## config.mk

```make
export PLATFORM = sky130hd
export DESIGN_NAME = instr_fetch_unit
export DESIGN_NICKNAME = d
export VERILOG_FILES = /design/src/rtl/instr_fetch_unit.sv
export SDC_FILE = /design/constraint.sdc
export NUM_CORES = 1
export LEC_CHECK = 0
export CORE_MARGIN = 5
export CORE_UTILIZATION = 50
export DETAILED_ROUTE_END_ITERATION = 16
export PLACE_DENSITY = 0.85
export RECOVER_POWER = 100
export SYNTH_ARGS = -nofsm -noshare
export SYNTH_HDL_FRONTEND = slang
export SYNTH_SLANG_ARGS = --single-unit
export TNS_END_PERCENT = 30
```

## constraint.sdc

```tcl
create_clock -name clk -period 3.6 [get_ports clk]
set_input_delay 0.72 -clock clk [delete_from_list [all_inputs] [get_ports clk]]
set_output_delay 0.72 -clock clk [all_outputs]
set_load 0.01 [all_outputs]
```

## src/rtl/instr_fetch_unit.sv

```systemverilog
// Instruction fetch unit: gathers 1-3 byte instructions from the program bus and hands a
// complete bundle to the control unit. Define IFU_ILLEGAL_TRAP_EN to trap on zero length.
module instr_fetch_unit #(
    parameter int unsigned              ADDR_WIDTH   = 16,
    parameter int unsigned              DATA_WIDTH   = 8,
    parameter logic [ADDR_WIDTH-1:0]    RESET_VECTOR = 16'hF000
) (
    input  logic                  clk,
    input  logic                  reset_n,
    output logic [ADDR_WIDTH-1:0] mem_addr,
    output logic                  mem_rd_req,
    input  logic                  mem_rd_valid,
    input  logic [DATA_WIDTH-1:0] mem_rd_data,
    output logic [DATA_WIDTH-1:0] len_opcode,
    input  logic [1:0]            len_bytes,
    output logic                  instr_valid,
    input  logic                  instr_ready,
    output logic [DATA_WIDTH-1:0] instr_opcode,
    output logic [DATA_WIDTH-1:0] instr_op1,
    output logic [DATA_WIDTH-1:0] instr_op2,
    output logic [1:0]            instr_len,
    output logic [ADDR_WIDTH-1:0] instr_pc,
    input  logic                  redirect_en,
    input  logic [ADDR_WIDTH-1:0] redirect_addr,
    input  logic                  halt,
    output logic                  illegal_o
);

    typedef enum logic [2:0] {
        StIdle,
        StReqOp,
        StReqB1,
        StReqB2,
        StPresent,
        StHalted
    } state_e;

    state_e                  state_q;
    logic [ADDR_WIDTH-1:0]   fetch_pc_q;
    logic                    drop_q;
    logic                    illegal_q;
    logic                    in_req;
    logic                    byte_ok;
    logic                    transfer;
    logic [1:0]              len_eff;
    logic [ADDR_WIDTH-1:0]   pc_inc;

    assign in_req     = (state_q == StReqOp) || (state_q == StReqB1) || (state_q == StReqB2);
    // drop_q masks the request for one cycle so a late response to the flushed read is ignored
    assign mem_rd_req = in_req && !drop_q;
    assign mem_addr   = mem_rd_req ? fetch_pc_q : '0;
    assign len_opcode = mem_rd_data;
    assign byte_ok    = mem_rd_valid && mem_rd_req;
    assign transfer   = (state_q == StPresent) && instr_valid && instr_ready;
    assign pc_inc     = fetch_pc_q + ADDR_WIDTH'(1);
    assign illegal_o  = illegal_q;

    always_comb begin
`ifdef IFU_ILLEGAL_TRAP_EN
        len_eff = len_bytes;
`else
        len_eff = (len_bytes == 2'd0) ? 2'd1 : len_bytes;
`endif
    end

    always_ff @(posedge clk or negedge reset_n) begin
        if (!reset_n) begin
            state_q      <= StIdle;
            fetch_pc_q   <= RESET_VECTOR;
            drop_q       <= 1'b0;
            illegal_q    <= 1'b0;
            instr_valid  <= 1'b0;
            instr_opcode <= '0;
            instr_op1    <= '0;
            instr_op2    <= '0;
            instr_len    <= 2'd0;
            instr_pc     <= '0;
        end else begin
            drop_q <= 1'b0;
            if (state_q == StHalted) begin
                instr_valid <= 1'b0;
            end else if (halt) begin
                // A bundle already on offer is allowed to complete before halting
                if (!(state_q == StPresent && instr_valid && !instr_ready)) begin
                    state_q     <= StHalted;
                    instr_valid <= 1'b0;
                end
            end else if (redirect_en) begin
                fetch_pc_q  <= redirect_addr;
                instr_valid <= 1'b0;
                state_q     <= StReqOp;
                drop_q      <= in_req;
            end else begin
                unique case (state_q)
                    StIdle: begin
                        state_q <= StReqOp;
                    end
                    StReqOp: begin
                        if (byte_ok) begin
                            instr_opcode <= mem_rd_data;
                            instr_op1    <= '0;
                            instr_op2    <= '0;
                            instr_pc     <= fetch_pc_q;
                            instr_len    <= len_eff;
                            fetch_pc_q   <= pc_inc;
                            if (len_eff == 2'd0) begin
                                illegal_q <= 1'b1;
                                state_q   <= StHalted;
                            end else if (len_eff == 2'd1) begin
                                state_q <= StPresent;
                            end else begin
                                state_q <= StReqB1;
                            end
                        end
                    end
                    StReqB1: begin
                        if (byte_ok) begin
                            instr_op1  <= mem_rd_data;
                            fetch_pc_q <= pc_inc;
                            state_q    <= (instr_len == 2'd2) ? StPresent : StReqB2;
                        end
                    end
                    StReqB2: begin
                        if (byte_ok) begin
                            instr_op2  <= mem_rd_data;
                            fetch_pc_q <= pc_inc;
                            state_q    <= StPresent;
                        end
                    end
                    StPresent: begin
                        // First PRESENT cycle raises valid; the bundle is then held until taken
                        if (!instr_valid) begin
                            instr_valid <= 1'b1;
                        end else if (transfer) begin
                            instr_valid <= 1'b0;
                            state_q     <= StReqOp;
                        end
                    end
                    default: begin
                        state_q <= StHalted;
                    end
                endcase
            end
        end
    end

endmodule
```

Yosys cells after proc, flatten, opt, wreduce, memory -nomap -nowiden
Cells that the tools add are included.
{ "word_totals": {"out_inout_bits": 69, "input_bits": 32, "reg_bits": 64, "elab_cells": 87} }
{ "op_classes": {"eq_ne": 17, "n_addsub": 1, "n_mux": 31, "reduce_logical": 25, "bitwise_logic": 3} }
{ "op_table": {"columns": ["operator", "n"], "rows": [
  ["16-bit two-way mux", 4],
  ["3-bit two-way mux", 11],
  ["8-bit one-hot mux with 2 select lines", 2],
  ["4-bit != test, second input constant", 5],
  ["6-bit AND reduction", 3],
  ["16-bit by 1-bit adder with 16-bit output, second input constant", 1],
  ["8-bit two-way mux", 2],
  ["3-bit one-hot mux with 5 select lines", 1],
  ["1-bit two-way mux", 10],
  ["2-bit != test, second input constant", 4],
  ["2-bit nonzero test", 4],
  ["7-bit AND reduction", 1],
  ["3-bit by 2-bit == test with 1-bit output, second input constant", 2],
  ["3-bit == test, second input constant", 2],
  ["1-bit logical AND", 5],
  ["5-bit AND reduction", 1],
  ["2-bit logical NOT", 2],
  ["4-bit AND reduction", 1],
  ["4-bit nonzero test", 1],
  ["3-bit by 1-bit == test with 1-bit output, second input constant", 1],
  ["3-bit logical NOT", 1],
  ["3-bit != test, second input constant", 1],
  ["1-bit inverter", 3],
  ["3-bit OR reduction", 1],
  ["other kinds (6)", 8]
]} }

Depth between registers and ports, before layout
Gate-level depths: netlist (run 1).
{ "depth": {"ltp_word": 9, "depth_mapped": 7, "ltp_nobuf": 6} }

Worst setup path after synthesis (run 1)
OpenSTA, ideal clock, no wires.
{ "synth_path": {"path_kind": "input port to flip-flop", "start": "input port redirect_en", "end": "register instr_opcode[2]", "required_time_ns": 3.475, "setup_ns": 0.125, "path_stages": 6, "n_path_buf": 2, "arrival_ns": 2.062, "setup_slack_ns": 1.413, "cell_sequence": "buf_2 > nor2_4 > nand4_2 > nor2_2 > buf_6 > mux2_2"} }
{ "synth_via": {"elab_chain_len": 2} }
{ "synth_lines": {"columns": ["element", "line", "rtl"], "rows": [
  ["start: declaration", "23", "input logic redirect_en,"],
  ["1-bit inverter (no source line)", null, null],
  ["5-bit AND reduction (no source line)", null, null],
  ["end signal: assignment", "100", "instr_opcode <= mem_rd_data;"],
  ["end: declaration", "18", "output logic [DATA_WIDTH-1:0] instr_opcode,"]
]} }
Every way passes these cells.
A chain may end at the register's enable or synchronous reset.

Final worst setup path (run 1)
{ "layout_path": {"start": "register state_q[0]", "end": "output port mem_addr[14]"} }
{ "layout_via": {"elab_chain_len": 5, "word_cells_on_any_way": 7, "classes_between": "eq/ne (3); mux (1); reduce/logical (3)"} }
{ "layout_lines": {"columns": ["element", "line", "rtl"], "rows": [
  ["start: declaration", "38", "state_e state_q;"],
  ["start signal: assignment", "68", "state_q <= StIdle;"],
  ["start signal: assignment", "85", "state_q <= StHalted;"],
  ["start signal: assignment", "91", "state_q <= StReqOp;"],
  ["3-bit by 1-bit == test with 1-bit output or 3-bit by 2-bit == test with 1-bit output (tied branches)", "48", "assign in_req = (state_q == StReqOp) || (state_q == StReqB1) || (state_q == StReqB2);"],
  ["1-bit logical OR", "48", null],
  ["1-bit logical OR (*)", "48", null],
  ["1-bit logical AND (*)", "50", "assign mem_rd_req = in_req && !drop_q;"],
  ["16-bit two-way mux (*)", "51", "assign mem_addr = mem_rd_req ? fetch_pc_q : '0;"],
  ["end: declaration", "10", "output logic [ADDR_WIDTH-1:0] mem_addr,"]
]} }
Mark *: on every way between the ends. The rest lies on a longest branch, timed or not.

==> results of run 1 <==
## report_power, final
group	internal, mW	total, mW	switching [mW]
Sequential	0.954	1.19	0.232
Clock	0.340	0.617	0.276
Combinational	0.633	1.17	0.533
Total	1.93	2.97	1.04
## registers in the layout (all words and copies together) (netlist names)
name and cells:
fetch_pc_q 16, drop_q 1, instr_pc 16, illegal_o 1, instr_op2 8, instr_op1 8
instr_len 2, state_q 3, instr_opcode 8, instr_valid 1
## how the worst min path moves through the flow
stage               depth (start not counted)                    end  slack, ns                  start
floorplan                                   0       drop_q$_DFF_PN0_       0.42                reset_n
global placement                            0  illegal_o$_DFFE_PN0P_       0.37  illegal_o$_DFFE_PN0P_
detailed placement                          0  illegal_o$_DFFE_PN0P_       0.37  illegal_o$_DFFE_PN0P_
CTS                                         0  illegal_o$_DFFE_PN0P_       0.39  illegal_o$_DFFE_PN0P_
global route                                0  illegal_o$_DFFE_PN0P_       0.40  illegal_o$_DFFE_PN0P_
finish                                      0  illegal_o$_DFFE_PN0P_       0.37  illegal_o$_DFFE_PN0P_
## critical path, cell delays in order (launching register included)
cell	delay, ns
dfrtp_1	0.62
nor2_1	0.23
nor3_4	0.53
and2_1	0.20
dlygate4sd3_1	0.60
## final cells by class
cell class                 count  area, µm²
tap                           77       96.3
clock inverter                 4       53.8
timing repair buffer         106       1020
inverter                       8       30.0
fill                         487       1970
multi-input combinational    226       1430
clock buffer                  12        145
sequential                    64       1610
## cell usage in the layout, fill, tap and decap left out, types with 2 or more instances in the layout
cell type / synthesis / final
a21o_1: 2 / 2
a21oi_1: 14 / 14
a22oi_1: 2 / 2
a2bb2oi_1: 2 / 2
a31oi_1: 3 / 3
a32oi_1: 4 / 4
and2_0: 0 / 13
and2_1: 15 / 2
and3_1: 3 / 3
clkbuf_1: 11 / 8
clkbuf_8: 0 / 10
clkdlybuf4s50_1: 0 / 41
clkinvlp_4: 0 / 2
dfrtp_1: 60 / 60
dfstp_2: 4 / 4
dlygate4sd3_1: 0 / 58
inv_1: 8 / 8
mux2_2: 27 / 27
mux2i_1: 3 / 3
nand2_1: 48 / 48
nand2b_1: 4 / 4
nand3_1: 9 / 9
nand4_1: 3 / 3
nor2_1: 12 / 14
nor2b_1: 4 / 5
nor3_1: 5 / 5
nor3b_1: 2 / 2
nor4_1: 5 / 5
o21ai_0: 27 / 28
o221a_2: 2 / 2
or3_1: 2 / 2
or4_1: 2 / 2
## logic make-up after synthesis
| logic type | after synthesis | synth area share |
|---|---|---|
| and+or+nand+nor | 126 | 0.206 |
| AOI/OAI and AO/OA | 68 | 0.131 |
| DFF | 64 | 0.495 |
| buffers and inverters | 36 | 0.0586 |
| muxes | 30 | 0.103 |
| xor gates and xnor gates | 1 | 0.00270 |
| adders and majority gates | 1 | 0.00385 |
## synthesized netlist by cell type, types with 4 or more instances
library cell | number | share of area
a21oi_1 | 14 | 0.022
a32oi_1 | 4 | 0.011
and2_1 | 15 | 0.029
buf_2 | 5 | 0.0077
buf_4 | 9 | 0.021
clkbuf_1 | 11 | 0.013
dfrtp_1 | 60 | 0.46
dfstp_2 | 4 | 0.032
inv_1 | 8 | 0.0092
mux2_2 | 27 | 0.094
nand2_1 | 48 | 0.055
nand2b_1 | 4 | 0.0077
nand3_1 | 9 | 0.014
nor2_1 | 12 | 0.014
nor2b_1 | 4 | 0.0077
nor3_1 | 5 | 0.0077
nor4_1 | 5 | 0.0096
o21ai_0 | 27 | 0.042
## per-layer routing
layer  global-route usage  up-vias
met5                    0        -
met4               0.0856        0
met3               0.0558       13
met2                0.349      134
met1                0.262     1372
li1                     -     1320
## through the flow
step                setup slack (ns)  std cells
finish                         0.356        497
global route                   0.143        497
CTS                            0.359        497
detailed placement             0.677        481
global placement               0.747        481
floorplan                       1.41        326
==> out/metrics.yaml, run 1 <==
outcome:
  status: "complete, but fails checks"
  violations: "max-capacitance violations, max-slew violations"
global_route:
  antenna_found_initial: 0
  grt_usage: 0.211
  grt_pass1_wl_mm: 14.1
  grt-ovfl-total: 0
  grt_max_degree: 52
  grt_pass1_vias: 2877
yosys:
  synth-seq-cells: 64
  synth_fp_nets: 359
  synth_cell_types: 57
  synth_ff_type: "dfrtp_1"
  syn_avg_cell_area_um2: 9.96
  synthesis.area_um2: 3250
  netlist_instances: 326
  async_flop_share: 1.00
  synth_warnings: 0
  synth_edf_count: 0
  yosysSeqAreaShare: 0.495
layout:
  final_nets: 448
  final_util: 0.690
  area_growth_pct: 35.0
  drive_gt1_frac: 0.129
  fin_area_um2: 4380
  antennaDiodeCount: 0
clocking:
  cts_root_buf: "clkbuf_8"
  cts_buffers: 9
  htreeDepth: 3
  ctsResizeCount: 0
  cts_setup_buffers: 0
  clock-sinks: 64
  cts.path.max_buffers: 2
  cts_hold_buffers: 0
  cts_tree: "yes"
  clk_pin_slew_ns: 0.07
  insertion_delay_ns: 0.34
placed_design:
  io_buffers: 100
  dp_hpwl_mm: 6.26
  globalplace.congestion: 0.860
  placed_area_um2: 4240
setup_path:
  crit_end: "mem_addr[14]"
  timing.rr.start: "drop_q$_DFF_PN0_"
  worstReg2RegEnd: "instr_opcode[2]$_DFFE_PN0P_"
  start_kind: "register"
  crit_fanout: 17
  critPathLaunch: "state_q[0]$_DFFE_PN0P_"
  reg2regPathDepth: 5
  arrival_ns: 2.52
  endpoint_kind: "primary output"
  worstSetupPathType: "register to primary output"
  reg2reg_slack_ns: 1.07
  cp.required_ns: 2.88
drt:
  wl_per_cell_um: 17.4
  vias: 2839
  route.met2.wl_mm: 4.22
  totalWireLength_mm: 8.67
  firstDrtPassIters: 4
  top_layer: "met4"
  drc_errors: 0
  route.met3.wl_um: 784
  viasPerCell: 5.71
  ant_nets: 0
  drt-met1-wl_mm: 3.50
  first_iter_violations: 160
sta:
  fin_skew_ns: 0.0109
  whs_ns: 0.375
  finalSetupTns_ns: 0
  hold_violations: 0
  setup_viol: 0
  worstMarginPinSlew_ns: 2.69
  finalMaxSlewViolations: 52
  min_period_over_period: 0.901
  slew_headroom: -0.794
  rsz0062_at_grt: "false"
  min_period_ns: 3.24
  max_freq_mhz: 308
power:
  power.density_nw_per_um2: 677
  leakagePower_nw: 1.83
  vdd_drop_max_uv: 431
  finalPower_mw: 2.97
die:
  die-area_um2: 8210
  die_y_um: 90.6
  start_util: 0.511
  row_count: 29
  coreArea_um2: 6350
  boundaryPins: 101
  die_w_um: 90.6
worst_hold_path:
  worstHoldPathType: "register to register"
flow_run:
  cap_violations: 1
No activity file was read; power rests on OpenSTA's default activity.
==> run 2, diff against run 1 <==
CTS_BUF_LIST = sky130_fd_sc_hd__clkbuf_4 sky130_fd_sc_hd__clkbuf_8   (was not set)
==> run 2 against run 1 <==
Net effect:
- the flow still finishes with violations (max-capacitance violations, max-slew violations)
- worst hold slack hardly changed
- global-route usage fell by 0.088 points
- via count increased by 0.42%
- fmax is essentially flat
- largest cell class unchanged
- non-clock buffer count unchanged
==> out/metrics.yaml, run 2 (same netlist as run 1, synthesis figures left out) <==
sta:
  worstMarginPinSlew_ns: 2.68
  finalMaxSlewViolations: 52
  setup_viol: 0
  max_freq_mhz: 308
  rsz0062_at_grt: "false"
  fin_skew_ns: 0.00937
  slew_headroom: -0.788
  hold_violations: 0
  finalSetupTns_ns: 0
  min_period_over_period: 0.900
  min_period_ns: 3.24
die:
  boundaryPins: 101
  start_util: 0.511
  row_count: 29
  die_y_um: 90.6
  die-area_um2: 8210
  die_w_um: 90.6
  coreArea_um2: 6350
drt:
  first_iter_violations: 144
  vias: 2851
  viasPerCell: 5.74
  ant_nets: 0
  drc_errors: 0
  wl_per_cell_um: 17.4
  firstDrtPassIters: 4
  totalWireLength_mm: 8.65
power:
  seq_power_share: 0.397
  pwr-share-clk: 0.212
  vdd_drop_max_uv: 433
  p_int_mw: 1.94
  leakagePower_nw: 1.84
  p_sw_frac: 0.349
  power.density_nw_per_um2: 679
  p_sw_mw: 1.04
  p_comb_frac: 0.391
setup_path:
  start_kind: "register"
  arrival_ns: 2.52
  cp.required_ns: 2.88
  endpoint_kind: "primary output"
  worstSetupPathType: "register to primary output"
  crit_fanout: 17
worst_hold_path:
  worstHoldPathType: "register to register"
clocking:
  cts_tree: "yes"
  cts_buffers: 9
  clk_pin_slew_ns: 0.07
  cts_hold_buffers: 0
  htreeDepth: 3
  cts_setup_buffers: 0
  insertion_delay_ns: 0.34
  clock-sinks: 64
  cts.path.max_buffers: 2
  cts_root_buf: "clkbuf_8"
  ctsResizeCount: 0
layout:
  layout_common_cells: "dfrtp_1, dlygate4sd3_1, nand2_1, clkdlybuf4s50_1, o21ai_0"
  top_regs: "fetch_pc_q: 16 flops, instr_pc: 16 flops"
  drive_gt1_frac: 0.133
  area_growth_pct: 35.2
  final_nets: 448
  antennaDiodeCount: 0
  final_util: 0.691
  final_common_cell: "dfrtp_1"
  n_fill_cell: 487
global_route:
  grt_pass1_vias: 2878
  grt_max_degree: 52
  grt_usage: 0.210
  grt_pass1_wl_mm: 14.1
  grt-ovfl-total: 0
  antenna_found_initial: 0
outcome:
  status: "complete, but fails checks"
  violations: "max-capacitance violations, max-slew violations"
placed_design:
  globalplace.congestion: 0.860
  dp_hpwl_mm: 6.26
  io_buffers: 100
flow_run:
  cap_violations: 1
## run 2: path summary, 6_finish.rpt
check,start,to,slack [ns],cells past startpoint
max,state_q[0]$_DFFE_PN0P_,mem_addr[14],0.36,4
min,illegal_o$_DFFE_PN0P_,illegal_o$_DFFE_PN0P_,0.37,0
max reg2reg,drop_q$_DFF_PN0_,instr_pc[13]$_DFFE_PN0P_,1.07,5
min reg2reg,illegal_o$_DFFE_PN0P_,illegal_o$_DFFE_PN0P_,0.37,0
max in group asynchronous,reset_n,instr_opcode[6]$_DFFE_PN0P_,0.86,1
min in group asynchronous,reset_n,instr_pc[12]$_DFFE_PN0P_,1.23,1
## run 2: per-layer routing
| metal | GRT usage | part of all wire | wire length [µm] | vias to the layer above |
|---|---|---|---|---|
| met5 | 0 | 0 | 0 | - |
| met4 | 0.0881 | 0.020 | 169 | 0 |
| met3 | 0.0567 | 0.085 | 736 | 15 |
| met2 | 0.344 | 0.48 | 4190 | 139 |
| met1 | 0.262 | 0.41 | 3560 | 1380 |
| li1 | - | - | - | 1317 |
## run 2: area by class of cell
cell class,instances,area [µm²],area share
Timing Repair Buffer,106,1020,0.232
Clock inverter,4,53.8,0.0123
Inverter,8,30.0,0.00684
Multi-Input combinational cell,226,1430,0.326
Sequential cell,64,1610,0.366
Clock buffer,12,153,0.0348
Tap cell,77,96.3,0.0219
## run 2: through the flow
stage               worst slack, ns  cell area, µm²  instances  power [mW]  hold slack [ns]
floorplan                      1.41            3250        326        1.79            0.424
global placement              0.747            4240        481        2.40            0.368
detailed placement            0.677            4240        481        2.45            0.371
CTS                           0.359            4440        497        3.09            0.387
global route                  0.152            4390        497        3.16            0.397
finish                        0.358            4390        497        2.98            0.375
## run 2: critical path: stages (launching register included)
cell and delay [ns]:
dfrtp_1 0.62, nor2_1 0.23, nor3_4 0.53, and2_1 0.20
dlygate4sd3_1 0.60
## run 2: power groups by stage
stage                     registers, mW  clock network [mW]  logic, mW
after global placement             1.19                   0       1.21
after floorplan                    1.18                   0      0.610
after global routing               1.22               0.675       1.26
final                              1.18               0.633       1.17
after CTS                          1.19               0.648       1.26
after detailed placement           1.20                   0       1.24
==> patch 1 (config.mk and constraints of run 1) <==
Set the parameter `ADDR_WIDTH` to 18 (it was 16).
--- a/src/rtl/instr_fetch_unit.sv
+++ b/src/rtl/instr_fetch_unit.sv
@@ -1,7 +1,7 @@
 // Instruction fetch unit: gathers 1-3 byte instructions from the program bus and hands a
 // complete bundle to the control unit. Define IFU_ILLEGAL_TRAP_EN to trap on zero length.
 module instr_fetch_unit #(
-    parameter int unsigned              ADDR_WIDTH   = 16,
+    parameter int unsigned              ADDR_WIDTH   = 18,
     parameter int unsigned              DATA_WIDTH   = 8,
     parameter logic [ADDR_WIDTH-1:0]    RESET_VECTOR = 16'hF000
 ) (
Interface: changed (resized instr_pc, mem_addr and redirect_addr); port bits go from 101 to 107. No check against the original RTL was run, so the function may have changed too.
==> patch 1 against run 1 <==
- the run still ends with capacitance limit, slew limit left
- die area is 7.5% higher
- via count grew 7.1%
- critical endpoint is now mem_addr[11]
- design area grew 6.7%
- total power fell by 9.2%
- cell count is 9.5% higher
- maximum frequency is 4.4% lower
- largest cell class unchanged
- synthesized area increased by 8.5%
- largest power group unchanged
- highest routed layer unchanged
- sequential cell count is 4 higher
- setup slack lost 150 ps
- register-to-register slack got worse by 30 ps
- routed wire length rose by 5.1%
==> patch 1: results (changes against run 1) <==
number of global-route vias before repair=3036 (+5.5%); Final nets=479 (+6.9%); HP Class=in -> async; initial antenna violation count=0 (unchanged); async set or reset register ratio after synthesis=100.0% (unchanged); CTS root buffer=clkbuf_8; outcome=finished, violations left; Post-DP HPWL=6.504 mm (+3.9%); critical-path maximum fanout=13 (-4); first-pass GRT wire length=15.27 mm (+8.2%); Adder-Cell Fraction of Synth Area=0.3552% (-0.030 points); yosys warns=0 (unchanged); mux cell area share after synthesis=10.20% (-0.094 points); number of H-tree levels=3 (unchanged); Detailed Route Iter0 Violations=139 (-13%); synth unique cells=58 (+1.8%); failing checks=capacitance limit, slew limit; top cells by count, synth=64 x dfrtp_1, 48 x nand2_1, 26 x o21ai_0; Routed WL=9.108 mm (+5.1%); largest registers=fetch_pc_q x18, instr_pc x18; Peak VDD IR=0.3278 mV (-24%); register area share after synthesis=48.45% (-1.0 points); Via density=5.590 (-2.1%); Post-Syn Nets=384 (+7.0%); fill count=544 (+12%); setup repair bufs after CTS=0 (unchanged); TritonRoute pass-1 iters=4 (unchanged); DP Area=0.004587 mm2 (+8.3%); Post-Synth XOR/XNOR Area=0% (-0.27 points); CTS buffer count=9 (unchanged); Multi-input gate area=0.001574 mm2 (+9.9%); post-synthesis compound-gate area fraction=14.00% (+0.89 points); Total GRT Usage=22.09% (+0.96 points); share of cells above drive strength 1=10.49% (-2.4 points); CP max stage delay=630 ps; Slowest cell on crit path=dfrtp_1; Worst Tran Pin Value=1605 ps (-1085 ps); buffers added on ports=106 (+6.0%); GPL Wtd Cong=0.8479 (-1.4%); clock buffer depth=2 (unchanged); largest net degree at the start of global routing=66 (+27%); clk_skew=6.313 ps (-4.585 ps); LEAKAGE=2.109 nW (+15%); Max Slew Vio Count=66 (+27%); Antenna diodes=0 (unchanged); post-CTS sizing=0 (unchanged); synth top area cells=dfrtp_1 45%, mux2_2 6.1%, nand2_1 5.1%, mux2_4 3.8%, o21ai_0 3.7%; Max Cap Viol=1 (unchanged); clk_lat worst skew=340 ps (about the same); clock slew seen by the registers of the worst setup and hold paths=70 ps (about the same)
==> patch 1: cell count changes in the layout (fill, tap and decap cells not counted), moves of 5 or more <==
cell / change
and2_1: +5
nor2_1: +5
mux2_2: -8
nand3_1: +7
nor3_1: +5
mux2_1: +8
inv_1: -5
==> patch 1: final timing paths <==
| check | startpoint | endpoint | slack, ps | cells past startpoint |
|---|---|---|---|---|
| max in group asynchronous | reset_n | instr_pc[7] | 1630 | 2 |
| worst min register to register | illegal_o | illegal_o | 380 | 0 |
| worst max register to register | drop_q | instr_opcode[4] | 1040 | 5 |
| worst min-delay path | reset_n | instr_len[0] | 180 | 1 |
| min in group clk | illegal_o | illegal_o | 380 | 0 |
| worst max-delay path | state_q[1] | mem_addr[11] | 210 | 5 |
==> patch 1: cells by family after synthesis <==
family	after synthesis
DFF	68
muxes	29
AOI/OAI and AO/OA	74
buffers and inverters	33
adders and majority gates	1
and+or+nand+nor	144
==> patch 1: power breakdown <==
| part | switching [W] | internal [W] |
|---|---|---|
| sequential | 0.000253 | 0.00100 |
| combinational | 0.000403 | 0.000486 |
| clock | 0.000270 | 0.000282 |
| total | 0.000925 | 0.00177 |
==> patch 1: cell type report <==
class	count	share of cell area, %
multi-input combinational	248	33.65
clock inverter	2	0.2140
tap	96	2.568
timing repair buffer	114	23.43
clock buffer	13	3.398
sequential	68	36.49
inverter	3	0.2408
==> patch 1: routing by layer <==
layer  vias up  wire length (um)  track usage, %
met4         0               151           9.146
met2       130              4266           34.54
met5         -                 0               0
li1       1443                 -               -
met1      1453              3963           29.07
met3        15               726           5.769
==> patch 1: through the flow <==
step | setup slack [ps] | total power, W | hold slack (ps) | instances
2_1_floorplan | 965.3 | 0.001737 | 424.4 | 349
3_3_place_gp | 438.4 | 0.002209 | 367.1 | 529
3_5_place_dp | 386.4 | 0.002248 | 367.1 | 529
4_1_cts | 284.5 | 0.002812 | 166.3 | 544
5_1_grt | 44.31 | 0.002867 | 195.3 | 544
6_report | 207.9 | 0.002696 | 180.4 | 544
==> patch 1: worst max-delay path, delay by kind of cell (launching register included) <==
| family | cells | cell delay [ps] |
|---|---|---|
| compound gates | 1 | 300 |
| flops | 1 | 630 |
| buf+inv | 2 | 870 |
| simple gates | 2 | 520 |
==> patch 2 (flow settings as in run 1) <==
Without the edit above. Encoding of `state_e`: now one-hot (6 bits for 6 states).
--- a/src/rtl/instr_fetch_unit.sv
+++ b/src/rtl/instr_fetch_unit.sv
@@ -26,13 +26,13 @@
     output logic                  illegal_o
 );
 
-    typedef enum logic [2:0] {
-        StIdle,
-        StReqOp,
-        StReqB1,
-        StReqB2,
-        StPresent,
-        StHalted
+    typedef enum logic [5:0] {
+        StIdle    = 6'b000001,
+        StReqOp   = 6'b000010,
+        StReqB1   = 6'b000100,
+        StReqB2   = 6'b001000,
+        StPresent = 6'b010000,
+        StHalted  = 6'b100000
     } state_e;
 
     state_e                  state_q;
Behaviour: no difference found for any inputs over 4 cycles, from zero or initial values and one cycle with reset_n low; so few cycles prove little.
==> patch 2 against run 1 <==
- cell count is 4.0% higher
- routed wire length is 5.8% higher
- critical path depth is 2 higher
- largest cell class unchanged
- sequential cell count is 3 higher
- synthesized area is 4.5% higher
- setup slack worse by 96 ps
- critical endpoint is now mem_addr[6]
- design area is 5.0% higher
Power is not compared: it rests on default switching activity, and its combinational part moved more than twofold at a synthesized area within 25%.
==> patch 2: results (changes against run 1) <==
outcome=completed; wire per inst=17.73 um (+1.7%); Adder-Cell Fraction of Synth Area=0.3686% (-0.017 points); met2 routed WL=4.359 mm (+3.2%); Total GRT Usage=22.34% (+1.2 points); GPL Wtd Cong=0.9084 (+5.6%); HP Class=in -> async; Routed WL=9.167 mm (+5.8%); R2R Path End=instr_opcode[7]; Post-Synth XOR/XNOR Area=0.7372% (+0.47 points); largest net degree at the start of global routing=59 (+13%); share of cells above drive strength 1=10.07% (-2.8 points); fill count=502 (+3.1%); CP max stage delay=610 ps; Post-Syn Nets=370 (+3.1%); Reg2Reg Setup Slack=1210 ps (+140 ps); dominant synthesized flop cell=dfrtp_1; register area share after synthesis=49.58% (+0.096 points); top cells by count, synth=62 x dfrtp_1, 28 x o21ai_0, 24 x nand3_1; Via density=5.841 (+2.3%); Post-DP HPWL=6.642 mm (+6.1%); Slew HR=5.935% (+85 points); DP Area=0.004417 mm2 (+4.3%); Reg2Reg Launch Point=state_q[4]; CP Capture Point=mem_addr[6]; clk_skew=13.06 ps (+2.163 ps); Post-Route M1 WL=3.848 mm (+9.8%); setup repair bufs after CTS=0 (unchanged); synth unique cells=54 (-5.3%); synth top area cells=dfrtp_1 46%, mux2_1 6.0%, o21ai_0 4.1%, dfstp_2 3.9%, nand3_1 3.5%; Final nets=465 (+3.8%); CP top delay family=buffers and inverters; post-synthesis compound-gate area fraction=15.63% (+2.5 points); dpl cells=501 (+4.2%); TritonRoute pass-1 iters=5 (+1); Slowest cell on crit path=dlygate4sd3_1; Mean Syn Cell Area=10.07 um2 (+1.1%); first-pass GRT wire length=15.26 mm (+8.1%)
[patch 2: per-stage QoR]
stage	utilization (%)	setup slack, ps	hold slack (ps)
detailed placement	66.10	673.9	367.1
floorplan	-	1232	424.4
finish	68.90	260.1	305.4
global route	68.90	111.4	357.3
CTS	69.23	353.8	214.0
global placement	66.10	809.2	365.7
[patch 2: metal layers]
metal / vias to the layer above / global-route usage (%)
li1: 1394 / -
met2: 140 / 34.98
met3: 22 / 6.499
met1: 1464 / 28.76
met4: 0 / 9.777
met5: - / 0
[patch 2: final cells by class]
class / count / area [um2] / area share, %
Clock inverter: 5 / 77.57 / 1.685
Clock buffer: 11 / 131.4 / 2.854
Timing Repair Buffer: 108 / 1040 / 22.59
Sequential cell: 67 / 1683 / 36.56
Multi-Input combinational cell: 225 / 1493 / 32.43
Tap cell: 80 / 100.1 / 2.175
Inverter: 21 / 78.83 / 1.712
